===== src/rtl/vga_sync_out.sv =====
// -----------------------------------------------------------------------------
// vga_sync_out
//
// Output stage of the VGA display path. On each pixel strobe it decodes the
// incoming column/row counts into {active, hsync_n, vsync_n, frame_start}.
// That decode is delayed through RD_LAT+1 pipeline stages so it arrives at the
// output registers together with the framebuffer word for the same pixel. The
// stage also checks that the counts advance one pixel per strobe. If they do
// not, it raises a sticky error and goes idle until the counts return to (0,0).
//
// Parameters
//   RGB_W      pixel word width
//   RD_LAT     pixel strobes between an address issue and its rd_data (0..4)
//   H_* / V_*  horizontal / vertical timing (active, front porch, sync, back porch)
//
// Ports
//   clk          system clock
//   n_rst        synchronous reset, active-high (1 = reset)
//   enable       display enable; 0 flushes the stage and holds it idle
//   pixel_clk    one-clk-wide pixel strobe; the stage advances only on it
//   col_cnt      current column from the display timer
//   row_cnt      current row from the display timer
//   rd_data      framebuffer word for the address issued RD_LAT strobes earlier
//   hsync        horizontal sync, active-low
//   vsync        vertical sync, active-low
//   blank_n      1 = active video pixel on rgb
//   rgb          pixel to the DAC; 0 whenever blank_n = 0
//   frame_start  one-clk pulse when the outputs show pixel (0,0)
//   sync_err     sticky counter-continuity error
// -----------------------------------------------------------------------------
module vga_sync_out #(
  parameter int RGB_W    = 8,
  parameter int RD_LAT   = 2,
  parameter int H_ACTIVE = 640,
  parameter int H_FP     = 16,
  parameter int H_SYNC   = 96,
  parameter int H_BP     = 48,
  parameter int V_ACTIVE = 480,
  parameter int V_FP     = 10,
  parameter int V_SYNC   = 2,
  parameter int V_BP     = 33
) (
  input  logic             clk,
  input  logic             n_rst,
  input  logic             enable,
  input  logic             pixel_clk,
  input  logic [9:0]       col_cnt,
  input  logic [9:0]       row_cnt,
  input  logic [RGB_W-1:0] rd_data,
  output logic             hsync,
  output logic             vsync,
  output logic             blank_n,
  output logic [RGB_W-1:0] rgb,
  output logic             frame_start,
  output logic             sync_err
);

  // ---------------------------------------------------------------------------
  // Timing constants, all pre-sized to the 10-bit count width
  // ---------------------------------------------------------------------------
  localparam int H_TOTAL = H_ACTIVE + H_FP + H_SYNC + H_BP;
  localparam int V_TOTAL = V_ACTIVE + V_FP + V_SYNC + V_BP;

  localparam logic [9:0] H_ACT_END  = 10'(H_ACTIVE);
  localparam logic [9:0] H_SYNC_BEG = 10'(H_ACTIVE + H_FP);
  localparam logic [9:0] H_SYNC_END = 10'(H_ACTIVE + H_FP + H_SYNC - 1);
  localparam logic [9:0] H_LAST     = 10'(H_TOTAL - 1);
  localparam logic [9:0] V_ACT_END  = 10'(V_ACTIVE);
  localparam logic [9:0] V_SYNC_BEG = 10'(V_ACTIVE + V_FP);
  localparam logic [9:0] V_SYNC_END = 10'(V_ACTIVE + V_FP + V_SYNC - 1);
  localparam logic [9:0] V_LAST     = 10'(V_TOTAL - 1);

  typedef enum logic {
    ST_IDLE,
    ST_RUN
  } state_t;

  // One pipeline entry: everything the outputs need about a pixel, except its colour.
  typedef struct packed {
    logic act;
    logic hs_n;
    logic vs_n;
    logic fs;
  } ent_t;

  localparam ent_t ENT_IDLE = '{act: 1'b0, hs_n: 1'b1, vs_n: 1'b1, fs: 1'b0};

  // ---------------------------------------------------------------------------
  // Declarations
  // ---------------------------------------------------------------------------
  state_t           state_q, state_d;

  logic [9:0]       prev_col_q, prev_col_d;
  logic [9:0]       prev_row_q, prev_row_d;
  ent_t             stg_q [RD_LAT+1];
  ent_t             stg_d [RD_LAT+1];
  ent_t             stg_in [RD_LAT+1];   // value arriving at each stage on a shift
  ent_t             out_ent;

  logic             hsync_q, hsync_d;
  logic             vsync_q, vsync_d;
  logic             blank_n_q, blank_n_d;
  logic [RGB_W-1:0] rgb_q, rgb_d;
  logic             frame_start_q, frame_start_d;
  logic             sync_err_q, sync_err_d;

  logic [9:0]       exp_col, exp_row;
  logic             cont_ok;
  logic             at_origin;
  ent_t             dec;

  logic             accept;    // this strobe's decode enters S0 as live video
  logic             set_err;   // continuity broken on this strobe
  logic             flush;     // clear all stages and outputs on this edge
  logic             advance;   // shift the pipeline and reload the outputs

  // ---------------------------------------------------------------------------
  // Continuity check: where the counts must be if the timer is still in step
  // ---------------------------------------------------------------------------
  // NOTE: every signal written in an always_comb gets a default at the top of
  // the block, so no path leaves it unassigned and no latch is inferred.
  always_comb begin
    exp_col = (prev_col_q == H_LAST) ? 10'd0 : prev_col_q + 10'd1;
    exp_row = prev_row_q;
    if (prev_col_q == H_LAST) begin
      exp_row = (prev_row_q == V_LAST) ? 10'd0 : prev_row_q + 10'd1;
    end
    // The range checks are redundant while prev is in range, but they keep an
    // out-of-range count from ever being treated as valid.
    cont_ok   = (col_cnt == exp_col) && (row_cnt == exp_row) &&
                (col_cnt <= H_LAST) && (row_cnt <= V_LAST);
    at_origin = (col_cnt == 10'd0) && (row_cnt == 10'd0);
  end

  // ---------------------------------------------------------------------------
  // Decode of the current counts
  // ---------------------------------------------------------------------------
  always_comb begin
    dec      = ENT_IDLE;
    dec.act  = (col_cnt < H_ACT_END) && (row_cnt < V_ACT_END);
    dec.hs_n = !((col_cnt >= H_SYNC_BEG) && (col_cnt <= H_SYNC_END));
    dec.vs_n = !((row_cnt >= V_SYNC_BEG) && (row_cnt <= V_SYNC_END));
    dec.fs   = at_origin;
  end

  // ---------------------------------------------------------------------------
  // FSM: state register
  // ---------------------------------------------------------------------------
  // NOTE: sequential blocks use only non-blocking assignments, so every flop
  // samples the values from before the edge, whatever the evaluation order.
  always_ff @(posedge clk) begin
    if (n_rst) begin
      state_q <= ST_IDLE;
    end else begin
      state_q <= state_d;
    end
  end

  // ---------------------------------------------------------------------------
  // FSM: next state
  // ---------------------------------------------------------------------------
  always_comb begin
    state_d = state_q;
    if (!enable) begin
      state_d = ST_IDLE;
    end else if (pixel_clk) begin
      case (state_q)
        ST_IDLE: if (at_origin) state_d = ST_RUN;
        ST_RUN:  if (!cont_ok)  state_d = ST_IDLE;
        default:                state_d = ST_IDLE;
      endcase
    end
  end

  // ---------------------------------------------------------------------------
  // FSM: outputs (pipeline control)
  // ---------------------------------------------------------------------------
  always_comb begin
    accept  = 1'b0;
    set_err = 1'b0;
    if (enable && pixel_clk) begin
      case (state_q)
        ST_IDLE: accept = at_origin;
        ST_RUN: begin
          accept  = cont_ok;
          set_err = !cont_ok;
        end
        default: accept = 1'b0;
      endcase
    end
    // Disabling needs no strobe. A continuity break flushes on the failing strobe.
    flush   = !enable || set_err;
    advance = pixel_clk && !flush;
  end

  // ---------------------------------------------------------------------------
  // Alignment pipeline S0..S_RD_LAT
  // ---------------------------------------------------------------------------
  always_comb begin
    // While idle, S0 takes blank entries. Anything already in flight drains
    // out normally.
    stg_in[0] = accept ? dec : ENT_IDLE;
    for (int i = 1; i <= RD_LAT; i++) begin
      stg_in[i] = stg_q[i-1];
    end
    for (int i = 0; i <= RD_LAT; i++) begin
      stg_d[i] = flush ? ENT_IDLE : (advance ? stg_in[i] : stg_q[i]);
    end
    // The outputs take the entry as it arrives at the last stage, not after
    // it is stored there. With RD_LAT = 0 this is the live decode, so outputs
    // change on the same strobe edge as the counts.
    out_ent = stg_in[RD_LAT];
  end

  // ---------------------------------------------------------------------------
  // Output and bookkeeping next-state
  // ---------------------------------------------------------------------------
  always_comb begin
    hsync_d       = hsync_q;
    vsync_d       = vsync_q;
    blank_n_d     = blank_n_q;
    rgb_d         = rgb_q;
    frame_start_d = 1'b0;
    if (flush) begin
      hsync_d   = 1'b1;
      vsync_d   = 1'b1;
      blank_n_d = 1'b0;
      rgb_d     = '0;
    end else if (advance) begin
      hsync_d       = out_ent.hs_n;
      vsync_d       = out_ent.vs_n;
      blank_n_d     = out_ent.act;
      rgb_d         = out_ent.act ? rd_data : '0;
      frame_start_d = out_ent.fs;
    end

    sync_err_d = sync_err_q | set_err;
    prev_col_d = accept ? col_cnt : prev_col_q;
    prev_row_d = accept ? row_cnt : prev_row_q;
  end

  // ---------------------------------------------------------------------------
  // Datapath registers
  // ---------------------------------------------------------------------------
  always_ff @(posedge clk) begin
    if (n_rst) begin
      // NOTE: the pipeline stages are reset explicitly, unlike a RAM. A stale
      // entry leaving the pipeline after reset would drive sync pulses or
      // frame_start on real pins.
      for (int i = 0; i <= RD_LAT; i++) begin
        stg_q[i] <= ENT_IDLE;
      end
      prev_col_q    <= '0;
      prev_row_q    <= '0;
      hsync_q       <= 1'b1;
      vsync_q       <= 1'b1;
      blank_n_q     <= 1'b0;
      rgb_q         <= '0;
      frame_start_q <= 1'b0;
      sync_err_q    <= 1'b0;
    end else begin
      for (int i = 0; i <= RD_LAT; i++) begin
        stg_q[i] <= stg_d[i];
      end
      prev_col_q    <= prev_col_d;
      prev_row_q    <= prev_row_d;
      hsync_q       <= hsync_d;
      vsync_q       <= vsync_d;
      blank_n_q     <= blank_n_d;
      rgb_q         <= rgb_d;
      frame_start_q <= frame_start_d;
      sync_err_q    <= sync_err_d;
    end
  end

  assign hsync       = hsync_q;
  assign vsync       = vsync_q;
  assign blank_n     = blank_n_q;
  assign rgb         = rgb_q;
  assign frame_start = frame_start_q;
  assign sync_err    = sync_err_q;

endmodule


===== config.mk =====
export PLATFORM = sky130hd
export DESIGN_NAME = vga_sync_out
export DESIGN_NICKNAME = d
export VERILOG_FILES = /design/src/rtl/vga_sync_out.sv
export SDC_FILE = /design/constraint.sdc
export NUM_CORES = 1
export LEC_CHECK = 0
export BUFFER_PORTS_ARGS = -buffer_cell sky130_fd_sc_hd__buf_2
export CAP_MARGIN = 25
export CORE_MARGIN = 4
export CORE_UTILIZATION = 45
export CTS_BUF_LIST = sky130_fd_sc_hd__clkbuf_2
export DETAILED_ROUTE_END_ITERATION = 16
export GPL_ROUTABILITY_DRIVEN = 0
export MAX_ROUTING_LAYER = met4
export PLACE_DENSITY = 0.65
export SLEW_MARGIN = 20
export SYNTH_ARGS = -nofsm -noshare
export SYNTH_HDL_FRONTEND = slang
export SYNTH_SLANG_ARGS = --single-unit

===== constraint.sdc =====
create_clock -name clk -period 5.9 [get_ports clk]
set_clock_uncertainty 0.2 [all_clocks]
set_input_delay 0.59 -clock clk [delete_from_list [all_inputs] [get_ports clk]]
set_output_delay 0.59 -clock clk [all_outputs]
set_load 0.1 [all_outputs]

==> results.py <==
metrics = {
    "run_status": {
        "status": "finished, final reports clean",
    },
    "worst_setup_path": {
        "worst_path_max_delay_cell": "or4b_1",
        "crit_path_max_fanout": 22,
        "crit_chain": "or4b_1 -> nor3_1 -> mux2i_1 -> mux2i_1 -> or3_1 -> or3_1 -> o21a_2 -> a2111o_1",
        "r2r_slack_ns": 1.68,
        "critical_path_class": "flip-flop to flip-flop",
        "arrival_ns": 4.21,
        "critical_path_required_ns": 5.89,
        "cp-start-kind": "flip-flop",
        "cpPeakStageDelay_ns": 0.69,
        "cp-end-kind": "flip-flop",
    },
    "floorplanning": {
        "initial_core_util_pct": 47.4,
        "rows": 29,
        "core_um2": 6530,
        "io_pins": 45,
        "die_w_um": 91.0,
        "die_area_um2": 8280,
        "die_height_um": 91.0,
    },
    "logic_synthesis": {
        "yosysWarnings": 0,
        "syn_nets": 423,
        "synth_area_um2": 3100,
        "ys_ff_latch": 42,
        "synthFlopType": "dfxtp_1",
        "synth_edf_count": 8,
        "async_flop_share_pct": 0,
        "syn_inst": 388,
        "synth_cell_types": 65,
        "avgSynthCellArea_um2": 7.98,
        "seq_area_frac_synth_pct": 29.7,
    },
    "cts": {
        "cts_made_buffers": 5,
        "cts_max_path_buffers": 2,
        "cts_tree": "built",
        "cts_resized": 0,
        "cts.sink_count": 42,
        "clk_latency_ns": 0.42,
        "path_clk_slew_ns": 0.21,
        "clock-root-buffer": "clkbuf_2",
        "hold_buffers": 0,
        "post_cts_buffers": 0,
        "htree_levels": 2,
    },
    "route": {
        "wire_per_inst_um": 16.7,
        "drtPass1Iterations": 5,
        "vias_per_cell": 6.19,
        "drcViolationCount": 0,
        "ant_nets": 0,
        "vias": 3039,
        "wl_um": 8220,
        "drtIter0Drc": 256,
    },
    "pwr": {
        "pwr_density_cell_nw_per_um2": 146,
        "p_total_mw": 0.489,
        "ir_drop_mv": 0.0708,
        "p_leak_nw": 1.13,
    },
    "layout": {
        "layout_common_cells": "78 x nand2_1, 44 x buf_2, 34 x dfxtp_1",
        "nNetsFinal": 448,
        "multiInputGateArea_um2": 2010,
        "syn2layout_area_growth_pct": 8.24,
        "final_area_um2": 3350,
        "layout_commonest_cell": "nand2_1",
        "regArea_um2": 921,
        "diodes": 0,
        "fin_cells": 491,
        "drive_gt1_share_pct": 16.4,
        "fillers": 660,
    },
    "timing": {
        "fin_crit_sh_pct": 71.6,
        "slew_viol_final": 0,
        "setup_violations": 0,
        "tightest_slew_ns": 0.678,
        "fin_ws_ns": 1.68,
        "timing.fmax_ghz": 0.237,
        "tns_ns": 0,
        "hold_viol_final": 0,
        "max-slew-margin-rel_pct": 54.6,
        "fin_crit_ns": 4.22,
        "rsz0062_at_grt": "false",
    },
    "global_route": {
        "grt.busiest_layer": "met2",
        "grtUsageMet2_pct": 32.4,
        "grt_pass1_vias": 2692,
        "grt_usage_pct": 20.5,
        "gr-total-overflow": 0,
        "antenna_found_initial": 0,
        "grt_max_degree": 43,
        "met1_usage_pct": 27.4,
        "grt_pass1_wl_um": 13600,
        "met3_usage_pct": 3.80,
    },
    "placement": {
        "pre_cts_ws_ns": 1.71,
        "hpwl_um": 6140,
        "placed_cell_area_um2": 3310,
        "dp_cells": 483,
        "port_buffers": 44,
    },
    "flow_run": {
        "maxCapViolCount": 0,
    },
    "hold_path": {
        "hold_path.class": "input port to flip-flop",
    },
}
==> worst max-delay path, delay by kind of cell (launching register included) <==
kind	cells	cell delay (ns)
simple gates	4	2.02
compound gates	2	0.83
mux	2	0.40
flops	1	0.56
==> layer usage <==
layer | vias up | share of wire (%)
met1 | 1380 | 44
met3 | 18 | 7.7
met4 | 0 | 1.7
met5 | - | 0
met2 | 141 | 47
li1 | 1500 | -
==> area by class of cell <==
type / count / share of cell area (%)
multi-input cells: 305 / 60.0
flip-flops and latches: 42 / 27.5
repair buffers: 46 / 7.01
clock inverters: 2 / 0.299
well taps: 77 / 2.87
clock buffers: 6 / 0.896
inverters: 13 / 1.46
==> registers in the layout (all words and copies together), names as in the netlist <==
| register | flops |
|---|---|
| frame_start | 1 |
| stg_q | 8 |
| sync_err | 1 |
| prev_col_q | 10 |
| blank_n | 1 |
| prev_row_q | 10 |
| state_q | 1 |
| vsync | 1 |
| hsync | 1 |
| rgb | 8 |
==> cells in the mapped netlist, types with 5 or more instances <==
master / number / share of area, %
nand2_1: 78 / 9.5
dfxtp_1: 34 / 22
mux2i_1: 24 / 7.8
clkbuf_1: 22 / 2.7
o21ai_0: 22 / 3.6
nand3_1: 16 / 2.6
nand4_1: 15 / 3.0
inv_1: 12 / 1.5
a21oi_1: 10 / 1.6
nor2_1: 9 / 1.1
edfxtp_1: 8 / 7.8
nor3_1: 8 / 1.3
a31oi_1: 7 / 1.4
nor2b_1: 7 / 1.4
or3_1: 7 / 1.4
xnor2_1: 7 / 2.0
nor4_1: 6 / 1.2
a211o_1: 5 / 1.4
and4_1: 5 / 1.4
o311ai_0: 5 / 1.4
==> cell families (layout without fill, tap and decap cells) <==
kind of cell,Yosys count,in the layout,share of synthesized area [%]
xor gates and xnor gates,11,11,3.11
AOI/OAI and AO/OA,86,86,20.7
DFF,42,42,29.7
muxes,26,26,8.48
buffers and inverters,41,67,5.78
and+or+nand+nor,179,179,31.0
adders and majority gates,3,3,1.21
==> where the power goes <==
| group | internal [mW] | switching, mW | leakage, nW | total [mW] |
|---|---|---|---|---|
| combinational | 0.0226 | 0.0441 | 0.746 | 0.0666 |
| clock | 0.0298 | 0.0964 | 0.0327 | 0.126 |
| sequential | 0.295 | 0.000728 | 0.354 | 0.296 |
| total | 0.347 | 0.141 | 1.13 | 0.489 |
==> per-stage QoR <==
step / util [%] / hold WS, ns
finish: 51.3 / 0.178
global route: 51.3 / 0.140
CTS: 51.3 / 0.155
detailed placement: 50.7 / 0.240
global placement: 50.7 / 0.229
floorplan: - / 0.261
==> final timing paths <==
check,startpoint,endpoint,depth (start not counted)
max,prev_col_q[4],stg_q[0][2],8
min,n_rst,frame_start,2
max reg2reg,prev_col_q[4],stg_q[0][2],8
min reg2reg,blank_n,blank_n,2
(Power assumes the default switching activity.)
